==> config.mk <==
export PLATFORM = sky130hd
export DESIGN_NAME = tiny_core_mc_flat
export DESIGN_NICKNAME = d
export VERILOG_FILES = /design/src/rtl/tiny_core_mc_if.sv /design/src/rtl/tiny_core_mc.sv /design/src/flat_wrapper.sv
export SDC_FILE = /design/constraint.sdc
export NUM_CORES = 1
export LEC_CHECK = 0
export CORE_MARGIN = 5
export CORE_UTILIZATION = 40
export CTS_BUF_LIST = sky130_fd_sc_hd__clkbuf_4 sky130_fd_sc_hd__clkbuf_8
export DETAILED_ROUTE_END_ITERATION = 8
export GPL_ROUTABILITY_DRIVEN = 0
export GPL_TIMING_DRIVEN = 0
export HOLD_SLACK_MARGIN = 0.06
export PLACE_DENSITY_LB_ADDON = 0.1
export SLEW_MARGIN = 20
export SYNTH_ARGS = -nofsm -noshare
export SYNTH_HDL_FRONTEND = slang
export SYNTH_SLANG_ARGS = --single-unit
==> constraint.sdc <==
create_clock -name clk -period 8.5 [get_ports clk]
set_input_delay 1.275 -clock clk [delete_from_list [all_inputs] [get_ports clk]]
set_output_delay 1.275 -clock clk [all_outputs]
set_load 0.02 [all_outputs]
==> src/rtl/tiny_core_mc_if.sv <==
// Instruction-fetch handshake between tiny_core_mc and its instruction memory.
// The core drives the request and word address; the memory returns ack and data.
interface tiny_core_mc_if #(
  parameter int unsigned ROM_ADDR_BITS = 4
);
  logic                     imem_req;
  logic [ROM_ADDR_BITS-1:0] imem_addr;
  logic                     imem_ack;
  logic [31:0]              imem_rdata;

  modport master (
    output imem_req,
    output imem_addr,
    input  imem_ack,
    input  imem_rdata
  );

  modport slave (
    input  imem_req,
    input  imem_addr,
    output imem_ack,
    output imem_rdata
  );
endinterface

==> src/rtl/tiny_core_mc.sv <==
// Minimal multi-cycle RV32-subset core: FETCH/EXEC/HALT, a small register file,
// GPIO mapped to load/store, and a 16-bit retired-instruction counter.
module tiny_core_mc #(
  parameter int unsigned ROM_ADDR_BITS = 4,
  parameter int unsigned REG_ADDR_BITS = 3,
  parameter int unsigned GPIO_W        = 8
) (
  input  logic                 clk,
  input  logic                 rst_n,
  tiny_core_mc_if.master       imem,
  input  logic [GPIO_W-1:0]    gpio_in,
  output logic [GPIO_W-1:0]    gpio_out,
  output logic                 halted,
  output logic [15:0]          instret
);

  localparam int unsigned PC_W  = ROM_ADDR_BITS + 2;
  localparam int unsigned NREGS = 1 << REG_ADDR_BITS;

  localparam logic [6:0] OP_R     = 7'b0110011;
  localparam logic [6:0] OP_I     = 7'b0010011;
  localparam logic [6:0] OP_B     = 7'b1100011;
  localparam logic [6:0] OP_LOAD  = 7'b0000011;
  localparam logic [6:0] OP_STORE = 7'b0100011;

  typedef enum logic [1:0] {
    FETCH,
    EXEC,
    HALT
  } state_e;

  state_e                   state_q, state_d;
  logic [PC_W-1:0]          pc_q, pc_d;
  logic [31:0]              ir_q, ir_d;
  logic [31:0]              regs_q [NREGS];
  logic [31:0]              regs_d [NREGS];
  logic [GPIO_W-1:0]        gpio_q, gpio_d;
  logic [15:0]              instret_q, instret_d;

  logic [6:0]               opcode;
  logic [2:0]               funct3;
  logic [6:0]               funct7;
  logic [REG_ADDR_BITS-1:0] rd, rs1, rs2;
  logic [31:0]              rs1_val, rs2_val;
  logic [31:0]              imm_i, imm_b;
  logic [31:0]              alu_b, alu_res;
  logic                     alu_ok;
  logic                     br_taken;
  logic [31:0]              gpio_ext;
  logic                     wr_en;
  logic [31:0]              wr_data;
  logic                     unused_ir;

  always_comb begin
    opcode  = ir_q[6:0];
    funct3  = ir_q[14:12];
    funct7  = ir_q[31:25];
    rd      = ir_q[7 +: REG_ADDR_BITS];
    rs1     = ir_q[15 +: REG_ADDR_BITS];
    rs2     = ir_q[20 +: REG_ADDR_BITS];
    rs1_val = regs_q[rs1];
    rs2_val = regs_q[rs2];
    imm_i   = {{20{ir_q[31]}}, ir_q[31:20]};
    imm_b   = {{19{ir_q[31]}}, ir_q[31], ir_q[7], ir_q[30:25], ir_q[11:8], 1'b0};
    gpio_ext = '0;
    gpio_ext[GPIO_W-1:0] = gpio_in;
  end

  assign unused_ir = ^{ir_q[19:15], imm_b};

  // Shared ALU for R-type and I-type; unrecognised funct encodings write nothing.
  always_comb begin
    alu_b   = (opcode == OP_R) ? rs2_val : imm_i;
    alu_res = '0;
    alu_ok  = 1'b1;
    case (funct3)
      3'b000: begin
        if (opcode == OP_I || funct7 == 7'b0000000) begin
          alu_res = rs1_val + alu_b;
        end else if (funct7 == 7'b0100000) begin
          alu_res = rs1_val - alu_b;
        end else begin
          alu_ok = 1'b0;
        end
      end
      3'b111:  alu_res = rs1_val & alu_b;
      3'b110:  alu_res = rs1_val | alu_b;
      3'b100:  alu_res = rs1_val ^ alu_b;
      default: alu_ok = 1'b0;
    endcase
  end

  always_comb begin
    case (funct3)
      3'b000:  br_taken = (rs1_val == rs2_val);
      3'b001:  br_taken = (rs1_val != rs2_val);
      default: br_taken = 1'b0;
    endcase
  end

  always_comb begin
    state_d   = state_q;
    pc_d      = pc_q;
    ir_d      = ir_q;
    regs_d    = regs_q;
    gpio_d    = gpio_q;
    instret_d = instret_q;
    wr_en     = 1'b0;
    wr_data   = '0;
    case (state_q)
      FETCH: begin
        if (imem.imem_ack) begin
          ir_d    = imem.imem_rdata;
          state_d = EXEC;
        end
      end
      EXEC: begin
        instret_d = instret_q + 16'd1;
        pc_d      = pc_q + PC_W'(4);
        state_d   = FETCH;
        case (opcode)
          OP_R, OP_I: begin
            wr_en   = alu_ok;
            wr_data = alu_res;
          end
          OP_B: begin
            if (br_taken) pc_d = pc_q + imm_b[PC_W-1:0];
          end
          OP_LOAD: begin
            wr_en   = 1'b1;
            wr_data = gpio_ext;
          end
          OP_STORE: gpio_d = rs2_val[GPIO_W-1:0];
          default:  state_d = HALT;
        endcase
        pc_d[1:0] = 2'b00;
        if (wr_en && rd != '0) regs_d[rd] = wr_data;
      end
      HALT:    state_d = HALT;
      default: state_d = FETCH;
    endcase
  end

  always_ff @(posedge clk) begin
    if (!rst_n) begin
      state_q   <= FETCH;
      pc_q      <= '0;
      ir_q      <= '0;
      gpio_q    <= '0;
      instret_q <= '0;
      for (int unsigned i = 0; i < NREGS; i++) begin
        regs_q[i] <= '0;
      end
    end else begin
      state_q   <= state_d;
      pc_q      <= pc_d;
      ir_q      <= ir_d;
      regs_q    <= regs_d;
      gpio_q    <= gpio_d;
      instret_q <= instret_d;
    end
  end

  // Gated by rst_n so no fetch is requested during a cycle held in reset.
  assign imem.imem_req  = (state_q == FETCH) && rst_n;
  assign imem.imem_addr = pc_q[PC_W-1:2];
  assign gpio_out       = gpio_q;
  assign halted         = (state_q == HALT);
  assign instret        = instret_q;

endmodule

==> src/flat_wrapper.sv <==
// flat-port wrapper written by rule: the top's interface ports become plain ports
module tiny_core_mc_flat 
#(
  parameter int unsigned ROM_ADDR_BITS = 4,
  parameter int unsigned REG_ADDR_BITS = 3,
  parameter int unsigned GPIO_W        = 8
)
  (clk, rst_n, gpio_in, gpio_out, halted, instret, imem_imem_req, imem_imem_addr, imem_imem_ack, imem_imem_rdata);
  tiny_core_mc_if #(.ROM_ADDR_BITS(ROM_ADDR_BITS)) imem_i ();
  input  logic clk;
  input  logic rst_n;
  input  logic [GPIO_W-1:0] gpio_in;
  output logic [GPIO_W-1:0] gpio_out;
  output logic halted;
  output logic [15:0] instret;
  output wire logic [$bits(imem_i.imem_req)-1:0] imem_imem_req;
  output wire logic [$bits(imem_i.imem_addr)-1:0] imem_imem_addr;
  input wire logic [$bits(imem_i.imem_ack)-1:0] imem_imem_ack;
  input wire logic [$bits(imem_i.imem_rdata)-1:0] imem_imem_rdata;
  assign imem_imem_req = imem_i.imem_req;
  assign imem_imem_addr = imem_i.imem_addr;
  assign imem_i.imem_ack = imem_imem_ack;
  assign imem_i.imem_rdata = imem_imem_rdata;
  tiny_core_mc #(.ROM_ADDR_BITS(ROM_ADDR_BITS), .REG_ADDR_BITS(REG_ADDR_BITS), .GPIO_W(GPIO_W)) u_core (.clk(clk), .rst_n(rst_n), .imem(imem_i), .gpio_in(gpio_in), .gpio_out(gpio_out), .halted(halted), .instret(instret));
endmodule
==> summary.txt <==
Pwr
  • Pwr/cell area: 151 nW/um^2
  • Final total power: 3.66 mW
  • Worst VDD drop: 0.000101 V
  • Lkg Pwr: 8.73 nW

Clocking
  • Maximum root-to-sink buffer count: 3
  • Post-CTS Setup Repair Bufs: 0
  • # H-tree levels: 2
  • CTS tree: built
  • CTS root buf: clkbuf_8
  • Hold buffers post-CTS: 0
  • CTS buffer count: 54
  • CTS clk-pin slew, worst paths: 60 ps
  • Clk sink count: 316
  • CTS resizes: 0
  • Clk_lat worst skew: 660 ps

Worst setup path
  • CP Buf/Inv Count: 6
  • Critical Path RT: 8970 ps
  • R2R cell count: 20
  • Setup CP Type: flip-flop to flip-flop
  • Critical Path AT: 7810 ps
  • Worst setup EP type: flip-flop
  • Reg2Reg Capture Point: u_core.regs_q[21]
  • Maximum fanout along the worst path: 10
  • Worst r2r src: u_core.ir_q[0]
  • Crit-path slowest cell: a211oi_1
  • Cell Chain, Critical Path: nor4bb_1, buf_2, and2_4, buf_6, buf_4, buf_2, buf_1, o21ai_0, ha_1, clkbuf_1, o211ai_1, a21oi_1, o21bai_1, o21ai_0, a211oi_1, o21bai_1, a221o_1, a21o_1, a31oi_1, a211oi_1
  • R2R Setup Slk: 1160 ps
  • Cell family with most CP delay: compound AO/OA/AOI/OAI gates
  • Worst setup SP type: flip-flop
  • Max stage delay on crit path: 750 ps

Drt
  • Initial DRC count: 2775
  • Routed Antenna Nets: 0
  • Via Count: 21500
  • Routed length per placed instance: 28.7 um
  • Post-Route WL: 95.0 mm
  • Drt via density: 6.49
  • DR pass1 iterations: 6
  • DRC violations left: 0

Place
  • Port Buffers: 69
  • Cells after DPL: 3211
  • Dpl hpwl: 71.3 mm

Synth
  • Syn_area_per_cell: 8.79 um^2
  • Area leader, netlist: dfxtp_1
  • Synthesized Nets: 2587
  • Post-synthesis instance area: 21500 um^2
  • Synth top area cells: dfxtp_1 29%, mux4_2 13%, ha_1 5.7%
  • Mapped Cells: 2443
  • Ys Warns: 0
  • Yosys cell types: 101
  • Top_reg_cell synth: dfxtp_1
  • Post-synth ARST share: 0
  • Sequential area share after synthesis: 0.295
  • Post-synth top area share: 0.295
  • Number of synthesized flops with an enable pin: 0
  • #FFs+latches synth: 316

Min path
  • Hold Crit Endpoint: u_core.ir_q[23]
  • Hold Crit Class: flip-flop to flip-flop
  • Hold path start: u_core.ir_q[23]
  • Hold path depth: 2

Finish
  • Fillers: 5286
  • # diodes: 0
  • Share of cells above drive strength 1: 0.120
  • Finished Core Util: 0.454
  • Final #Nets: 2716
  • Syn-to-layout area delta: 13.2%
  • Final Non-Filler Cells: 3309

GRT
  • Antenna violations before repair: 0
  • Vias in the first global route: 20500
  • First-pass GRT wire length: 137 mm
  • Largest net degree at the start of global routing: 14
  • Total gr overflow: 0
  • Total Routing Usage GR: 0.310

Floorplan
  • Die W: 242 um
  • Die footprint: 58400 um^2
  • Die Y: 242 um
  • I/O pins: 73
  • Cell Rows: 85
  • Core Footprint: 53500 um^2
  • Starting Density: 0.401

Timing
  • Max_slew headroom: 0.168
  • Achievable Freq: 0.136 GHz
  • RSZ-0062 raised after global routing: false
  • Final setup skew: 37.2 ps
  • Worst slew pin tran: 1230 ps
  • Fin. max-slew vios: 0
  • Final setup violation count: 0
  • Setup TNS: 0 ps
  • Final Critical Period: 7340 ps
  • Hold Violations, Final: 0
  • Period utilization: 0.863

Flow run
  • Max_cap viols: 0

Run status
  • Status: finished, final reports clean
metal layers:
metal / track usage / part of all wire / up-vias
li1: - / - / 9330
met4: 0.166 / 0.064 / 0
met1: 0.413 / 0.40 / 10500
met3: 0.0675 / 0.10 / 315
met2: 0.473 / 0.43 / 1338
met5: 0 / 0 / -
worst reg2reg max path: cells and delay by family (launching register included):
kind / cells / cell delay, ps
adder cells (fa/ha/maj): 1 / 350
AND/OR/NAND/NOR: 2 / 830
buffers and inverters: 6 / 1860
AO/OA/AOI/OAI: 11 / 3770
flip-flops: 1 / 350
how the worst max path moves through the flow:
stage	from	to	slack [ps]	depth (start not counted)
floorplan	u_core.ir_q[21]	u_core.regs_q[83]	3320	22
global placement	u_core.ir_q[0]	u_core.regs_q[85]	1550	20
detailed placement	u_core.ir_q[22]	u_core.regs_q[112]	1520	19
CTS	u_core.ir_q[0]	u_core.regs_q[21]	1470	20
global route	u_core.ir_q[0]	u_core.regs_q[21]	1180	20
finish	u_core.ir_q[0]	u_core.regs_q[21]	1160	20
final cells by class:
| class | instances | area, um^2 | area share |
|---|---|---|---|
| buffer | 195 | 868 | 0.0357 |
| clock buffer | 90 | 1160 | 0.0479 |
| clock inverter | 7 | 60.1 | 0.00247 |
| sequential | 316 | 6330 | 0.260 |
| multi-input combinational | 1840 | 14000 | 0.574 |
| inverter | 92 | 345 | 0.0142 |
| timing repair buffer | 73 | 722 | 0.0297 |
| tap | 696 | 871 | 0.0358 |
state kept, by name (all words and copies together), names as in the netlist:
register,cells
u_core.gpio_out,8
u_core.instret,16
u_core.ir_q,30
u_core.pc_q,4
u_core.regs_q,256
u_core.state_q,2
placed cells by master (no fill, tap or decap), types with 12 or more instances in the layout:
cell type        count
a211oi_1           124
a21o_1              51
a21oi_1            170
a22o_1              12
a22oi_1             15
a31oi_1             28
and2_1              48
and3_1              18
buf_2               27
clkbuf_1           147
clkbuf_4            12
clkbuf_8            78
clkdlybuf4s50_1     69
dfxtp_1            316
ha_1                98
inv_1               91
mux2i_1             90
mux4_2             123
nand2_1            207
nand2b_1            12
nand3_1             95
nand4_1             20
nor2_1             229
nor2b_1             13
nor3_1              38
nor4_1              15
o21ai_0            118
o21bai_1            16
o31ai_1             17
or3_1               18
xnor2_1             38
xor2_1              18
kinds of logic (layout without fill, tap and decap cells):
kind of cell             Yosys count  after routing  share of synthesized area
XOR/XNOR                          56             56                     0.0228
multiplexers                     224            224                      0.178
buffers and inverters            287            457                     0.0564
AND/OR/NAND/NOR                  758            758                      0.165
flip-flops                       316            316                      0.295
AO/OA/AOI/OAI                    701            701                      0.223
adder cells (fa/ha/maj)          101            101                     0.0599
synthesized netlist by cell type, drive strengths merged, types with 20 or more instances:
| library cell | instances |
|---|---|
| nor2 | 229 |
| inv | 91 |
| dfxtp | 316 |
| clkbuf | 147 |
| buf | 48 |
| o21ai | 129 |
| nand2 | 209 |
| nand3 | 95 |
| and2 | 50 |
| mux4 | 124 |
| nand4 | 20 |
| mux2i | 92 |
| nor3 | 40 |
| a21o | 51 |
| a211oi | 128 |
| a21oi | 171 |
| xnor2 | 38 |
| a31oi | 29 |
| ha | 98 |
per-stage QoR:
step	instance area (um^2)	setup WS, ps	hold WS, ps
2_1_floorplan	21500	3320	436
3_3_place_gp	23000	1550	446
3_5_place_dp	23100	1520	452
4_1_cts	24300	1470	460
5_1_grt	24300	1180	487
6_report	24300	1160	456
report_power, final:
part           switching, mW  internal [mW]
clock                  0.666          0.888
sequential            0.0161           1.49
combinational          0.407          0.192
total                   1.09           2.57
Power figures use the tool's default switching activity.
